[src/rtl/fetch_prefetch.sv]
`default_nettype none
// ============================================================================
// Module      : fetch_prefetch
// Description : Sequential-PC instruction fetch with an in-order prefetch
//               buffer, redirect flush and stale-response discard.
// Revision    : 1.0 - initial release
// ============================================================================
module fetch_prefetch #(
    parameter int                DWIDTH   = 32,
    parameter int                WORDSIZE = 4,
    parameter logic [DWIDTH-1:0] RESET_PC = '0,
    parameter int                DEPTH    = 4
) (
    input  logic              clk,
    input  logic              rst,
    input  logic              redirect,
    input  logic [DWIDTH-1:0] redirect_target,
    output logic              imem_req_valid,
    input  logic              imem_req_ready,
    output logic [DWIDTH-1:0] imem_req_addr,
    input  logic              imem_resp_valid,
    input  logic [DWIDTH-1:0] imem_resp_data,
    output logic              out_valid,
    input  logic              out_ready,
    output logic [DWIDTH-1:0] out_pc,
    output logic [DWIDTH-1:0] out_instr
);

    localparam int              PW      = $clog2(DEPTH);
    localparam int              CW      = $clog2(DEPTH + 1);
    localparam logic [CW:0]     C_DEPTH = (CW + 1)'(DEPTH);

    logic [DWIDTH-1:0] fetch_pc_q, fetch_pc_d;
    logic [PW-1:0]     head_q, head_d, fill_q, fill_d, tail_q, tail_d;
    logic [CW-1:0]     alloc_q, alloc_d, unfilled_q, unfilled_d, drop_q, drop_d;
    logic [DWIDTH-1:0] pc_mem_q    [DEPTH];
    logic [DWIDTH-1:0] instr_mem_q [DEPTH];

    logic [CW:0] occupancy;
    logic        req_fire, resp_drop, resp_fill, resp_counted, pop;

    assign occupancy      = {1'b0, alloc_q} + {1'b0, drop_q};
    assign imem_req_valid = !rst && (occupancy < C_DEPTH);
    assign imem_req_addr  = fetch_pc_q;
    assign req_fire       = imem_req_valid && imem_req_ready;

    assign resp_drop    = imem_resp_valid && (drop_q != '0);
    assign resp_fill    = imem_resp_valid && (drop_q == '0) && (unfilled_q != '0);
    assign resp_counted = resp_drop || resp_fill;

    // Entries fill in order behind head, so head is filled iff any entry is.
    assign out_valid = (alloc_q != unfilled_q);
    assign out_pc    = pc_mem_q[head_q];
    assign out_instr = instr_mem_q[head_q];
    assign pop       = out_valid && out_ready;

    always_comb begin
        fetch_pc_d = fetch_pc_q;
        head_d     = head_q;
        fill_d     = fill_q;
        tail_d     = tail_q;
        alloc_d    = alloc_q;
        unfilled_d = unfilled_q;
        drop_d     = drop_q;
        if (redirect) begin
            // Everything still in flight, including this cycle's request, is stale.
            fetch_pc_d = redirect_target;
            head_d     = tail_q;
            fill_d     = tail_q;
            alloc_d    = '0;
            unfilled_d = '0;
            drop_d     = drop_q + unfilled_q + CW'(req_fire) - CW'(resp_counted);
        end else begin
            if (req_fire) begin
                tail_d     = tail_q + PW'(1);
                fetch_pc_d = fetch_pc_q + DWIDTH'(WORDSIZE);
            end
            if (resp_drop) drop_d = drop_q - CW'(1);
            if (resp_fill) fill_d = fill_q + PW'(1);
            if (pop)       head_d = head_q + PW'(1);
            alloc_d    = alloc_q + CW'(req_fire) - CW'(pop);
            unfilled_d = unfilled_q + CW'(req_fire) - CW'(resp_fill);
        end
    end

    always_ff @(posedge clk) begin
        if (rst) begin
            fetch_pc_q <= RESET_PC;
            head_q     <= '0;
            fill_q     <= '0;
            tail_q     <= '0;
            alloc_q    <= '0;
            unfilled_q <= '0;
            drop_q     <= '0;
        end else begin
            fetch_pc_q <= fetch_pc_d;
            head_q     <= head_d;
            fill_q     <= fill_d;
            tail_q     <= tail_d;
            alloc_q    <= alloc_d;
            unfilled_q <= unfilled_d;
            drop_q     <= drop_d;
        end
    end

    always_ff @(posedge clk) begin
        if (req_fire && !redirect) pc_mem_q[tail_q] <= fetch_pc_q;
        if (resp_fill && !redirect) instr_mem_q[fill_q] <= imem_resp_data;
    end

`ifndef SYNTHESIS
    // A response with nothing outstanding means the memory broke the protocol.
    always_ff @(posedge clk) begin
        if (!rst) begin
            assert (!(imem_resp_valid && alloc_q == '0 && drop_q == '0));
        end
    end
`endif

endmodule
`default_nettype wire

[config.mk]
export PLATFORM = sky130hd
export DESIGN_NAME = fetch_prefetch
export DESIGN_NICKNAME = d
export VERILOG_FILES = /design/src/rtl/fetch_prefetch.sv
export SDC_FILE = /design/constraint.sdc
export NUM_CORES = 1
export LEC_CHECK = 0
export ABC_AREA = 1
export CAP_MARGIN = 5
export CORE_MARGIN = 2
export CORE_UTILIZATION = 42
export CTS_BUF_LIST = sky130_fd_sc_hd__clkbuf_8
export DETAILED_ROUTE_END_ITERATION = 7
export PLACE_DENSITY = 0.72
export SLEW_MARGIN = 20
export SYNTH_ARGS = -nofsm -noshare
export SYNTH_HDL_FRONTEND = slang
export SYNTH_SLANG_ARGS = --single-unit
[constraint.sdc]
create_clock -name clk -period 3.4 [get_ports clk]
set_clock_uncertainty 0.1 [all_clocks]
set_input_delay 0.34 -clock clk [delete_from_list [all_inputs] [get_ports clk]]
set_output_delay 0.34 -clock clk [all_outputs]
set_load 0.05 [all_outputs]
==> metrics <==
Power Total=9.02 mW; Final Cycle Share=92.6%; Via density=5.11; crit-path max cell delay=0.84 ns; Pint=6.42 mW; First DRT Iteration DRCs=595; Resize count post-CTS=0; DRT Pass-1 Iters=5; measured slew at the worst slew-check pin=0.560 ns; DRT Wirelength=29.9 mm; crit-path max FO=27; R2R cell count=15; post-synth top area share=59.8%; nets@finish=1445; post-synth cell types=32; Core ar.=30300 um2; Final Hold Viols=0; Inserted Diodes=0; critical path cell sequence=inv_2 -> buf_4 -> o21ai_0 -> o22ai_1 -> clkdlybuf4s50_1; max_cap viols=0; Switch Pwr=2.60 mW; CP Launch Type=register; Final Wtd Congestion=0.827; Pleak=5.62 nW; post-synthesis compound-gate area fraction=10.9%; non-filler cells, final=1788; CTS tree=built; Fin Setup TNS=0 ns; Tmin final=3.15 ns; initial antenna violation count=0; detailed-route via count=9145; post-synthesis sequential area ratio=67.5%; DP Cell Count=1699; main combinational cell family by area after synthesis=simple AND/OR/NAND/NOR gates; Storage cell area=8670 um2; DIE AREA=32000 um2; first-pass GRT wire length=46.6 mm; port bufs=167; post-CTS setup repair buffer count=0; root buf cell=clkbuf_8; H-tree lvl count=2; post-synthesis cell area=12800 um2; num rows=64; IO Count=168; cell depth of the worst min-delay path=3; Worst Path Arrival=2.71 ns; dpl hpwl=19.2 mm; Critical Path End Type=primary output; Place WS=0.242 ns; clock share of power=34.9%; Pwr per Cell Area=564 nW/um2; outcome=completed; clock buffer depth=3; Max-slew headroom=62.5%; Sw Ratio=28.8%; XOR/XNOR Fraction of Synth Area=1.77%; number of buffers created by CTS=49; multiplexer share of the synthesized area=0%; total gr overflow=0; Simple-Gate Fraction of Synth Area=13.3%; DR WL/cell=16.7 um; CP max-delay cell=clkdlybuf4s50_1; Reg power frac=47.2%; Cells after Synth=1167; combinational share of power=18.0%; post-route ant nets=0; CTS Hold Bufs=0; syn nets=1258; Adder-Cell Fraction of Synth Area=2.22%; top cells by area, synth=edfxtp_1 60%, dfxtp_1 7.6%, nor2_1 5.8%; DRC=0; #FFs+latches synth=305; f_max=318 MHz; Setup CP Type=register to primary output; Peak VDD IR=301 uV; clock sink count=305; pins over their slew limit=0; Reg2Reg Setup Slack=0.44 ns; Total GRT Usage=18.8%; Hold Path Class=primary input to register; Clock Latency Late Sink=0.58 ns; leading area contributor after synthesis=edfxtp_1; Final Setup Violations=0; Req. time, crit path=2.96 ns; FILL cells=2605; vias in the first global route=8945; fin worst setup slack=0.253 ns; Die H=179 um; area occupied by multi-input gates=3680 um2; Synth Warn #=0; synthesized area per cell=11.0 um2; unrepaired setup endpoints after global routing=no; initial core utilization=42.3%; CTS clock-pin slew for the worst setup and hold paths=0.06 ns; share of post-route cells with drive strength above 1=11.6%; area delta synth->final=24.4%; Die Width=179 um; largest net degree at the start of global routing=57
[kinds of logic after synthesis]
logic type / after synthesis
compound gates: 258
xor+xnor: 26
fa+ha+maj: 21
buf+inv: 135
flops: 305
simple gates: 422
[state kept, by name (all words and copies together), names as in the netlist, named ones only]
register,count
imem_req_addr,32
alloc_q,3
unfilled_q,3
head_q,2
pc_mem_q,128
drop_q,3
fill_q,2
tail_q,2
instr_mem_q,128
[power groups by stage]
stage,Clock [mW],Sequential (mW),Combinational (mW)
6_report,3.14,4.25,1.62
4_1_cts,3.22,4.25,1.63
5_1_grt,3.40,4.26,1.75
3_5_place_dp,0,4.33,1.63
3_3_place_gp,0,4.32,1.61
2_1_floorplan,0,4.38,0.996
[cell type report]
cell class | instances | area share (%)
sequential | 305 | 54.3
multi-input combinational | 727 | 23.1
timing repair buffer | 193 | 11.5
clock buffer | 52 | 4.48
tap | 396 | 3.10
inverter | 78 | 1.86
clock inverter | 37 | 1.71
[routing by layer]
metal	vias up	track usage, %	part of all wire (%)
met4	0	5.42	2.0
met2	289	32.1	48
met1	4364	24.4	43
met5	-	0	0
li1	4449	-	-
met3	43	3.63	6.7
[worst max-delay path, delay by kind of cell, from the launching register on]
family                 cells  cell delay, ns
buffers and inverters      3            1.51
AOI/OAI and AO/OA          2            0.30
DFF                        1            0.32
[cells in the final DEF (no fill, tap or decap), types with 2 or more instances in the layout]
cell type	count
edfxtp_1	256
nor2_1	190
nand2_1	173
o21ai_0	147
clkdlybuf4s50_1	133
inv_1	89
o22ai_1	64
buf_4	55
clkbuf_8	52
dfxtp_1	47
nand3_1	30
a21oi_1	28
ha_1	18
xnor2_1	13
a31oi_1	13
xor2_1	13
nor2_4	11
clkinv_2	9
nor2_2	7
clkinv_1	6
nand2_2	5
buf_12	5
bufinv_16	4
o21bai_1	3
fa_1	3
inv_4	2
or2_2	2
a211oi_1	2
inv_6	2
clkinvlp_4	2
[stage by stage]
step	util [%]	hold WS, ns	cell area, um2
after global routing	52.7	0.258	16000
final	52.7	0.252	16000
after global placement	49.4	0.407	15000
after CTS	52.7	0.216	16000
after floorplan	-	0.339	12800
after detailed placement	49.4	0.422	15000
[cell usage after synthesis]
master / count
a211oi_1: 2
a21boi_0: 1
a21oi_1: 28
a31oi_1: 13
and3_1: 1
buf_1: 2
buf_2: 10
buf_4: 5
buf_6: 2
clkbuf_1: 38
clkinv_1: 1
dfxtp_1: 49
edfxtp_1: 256
fa_1: 3
ha_1: 18
inv_1: 76
inv_4: 1
nand2_1: 173
nand2_2: 5
nand2_4: 1
nand3_1: 30
nand4_1: 1
nand4_4: 1
nor2_1: 198
nor2_2: 7
nor2_4: 3
o21ai_0: 147
o21bai_1: 3
o22ai_1: 64
or2_2: 2
xnor2_1: 13
xor2_1: 13
[path summary, 6_finish.rpt]
path                       from                to
max reg2reg           drop_q[1]         drop_q[2]
max                    register     out_instr[19]
min reg2reg           drop_q[1]         drop_q[1]
min          redirect_target[3]  imem_req_addr[3]
Power figures use the tool's default switching activity.
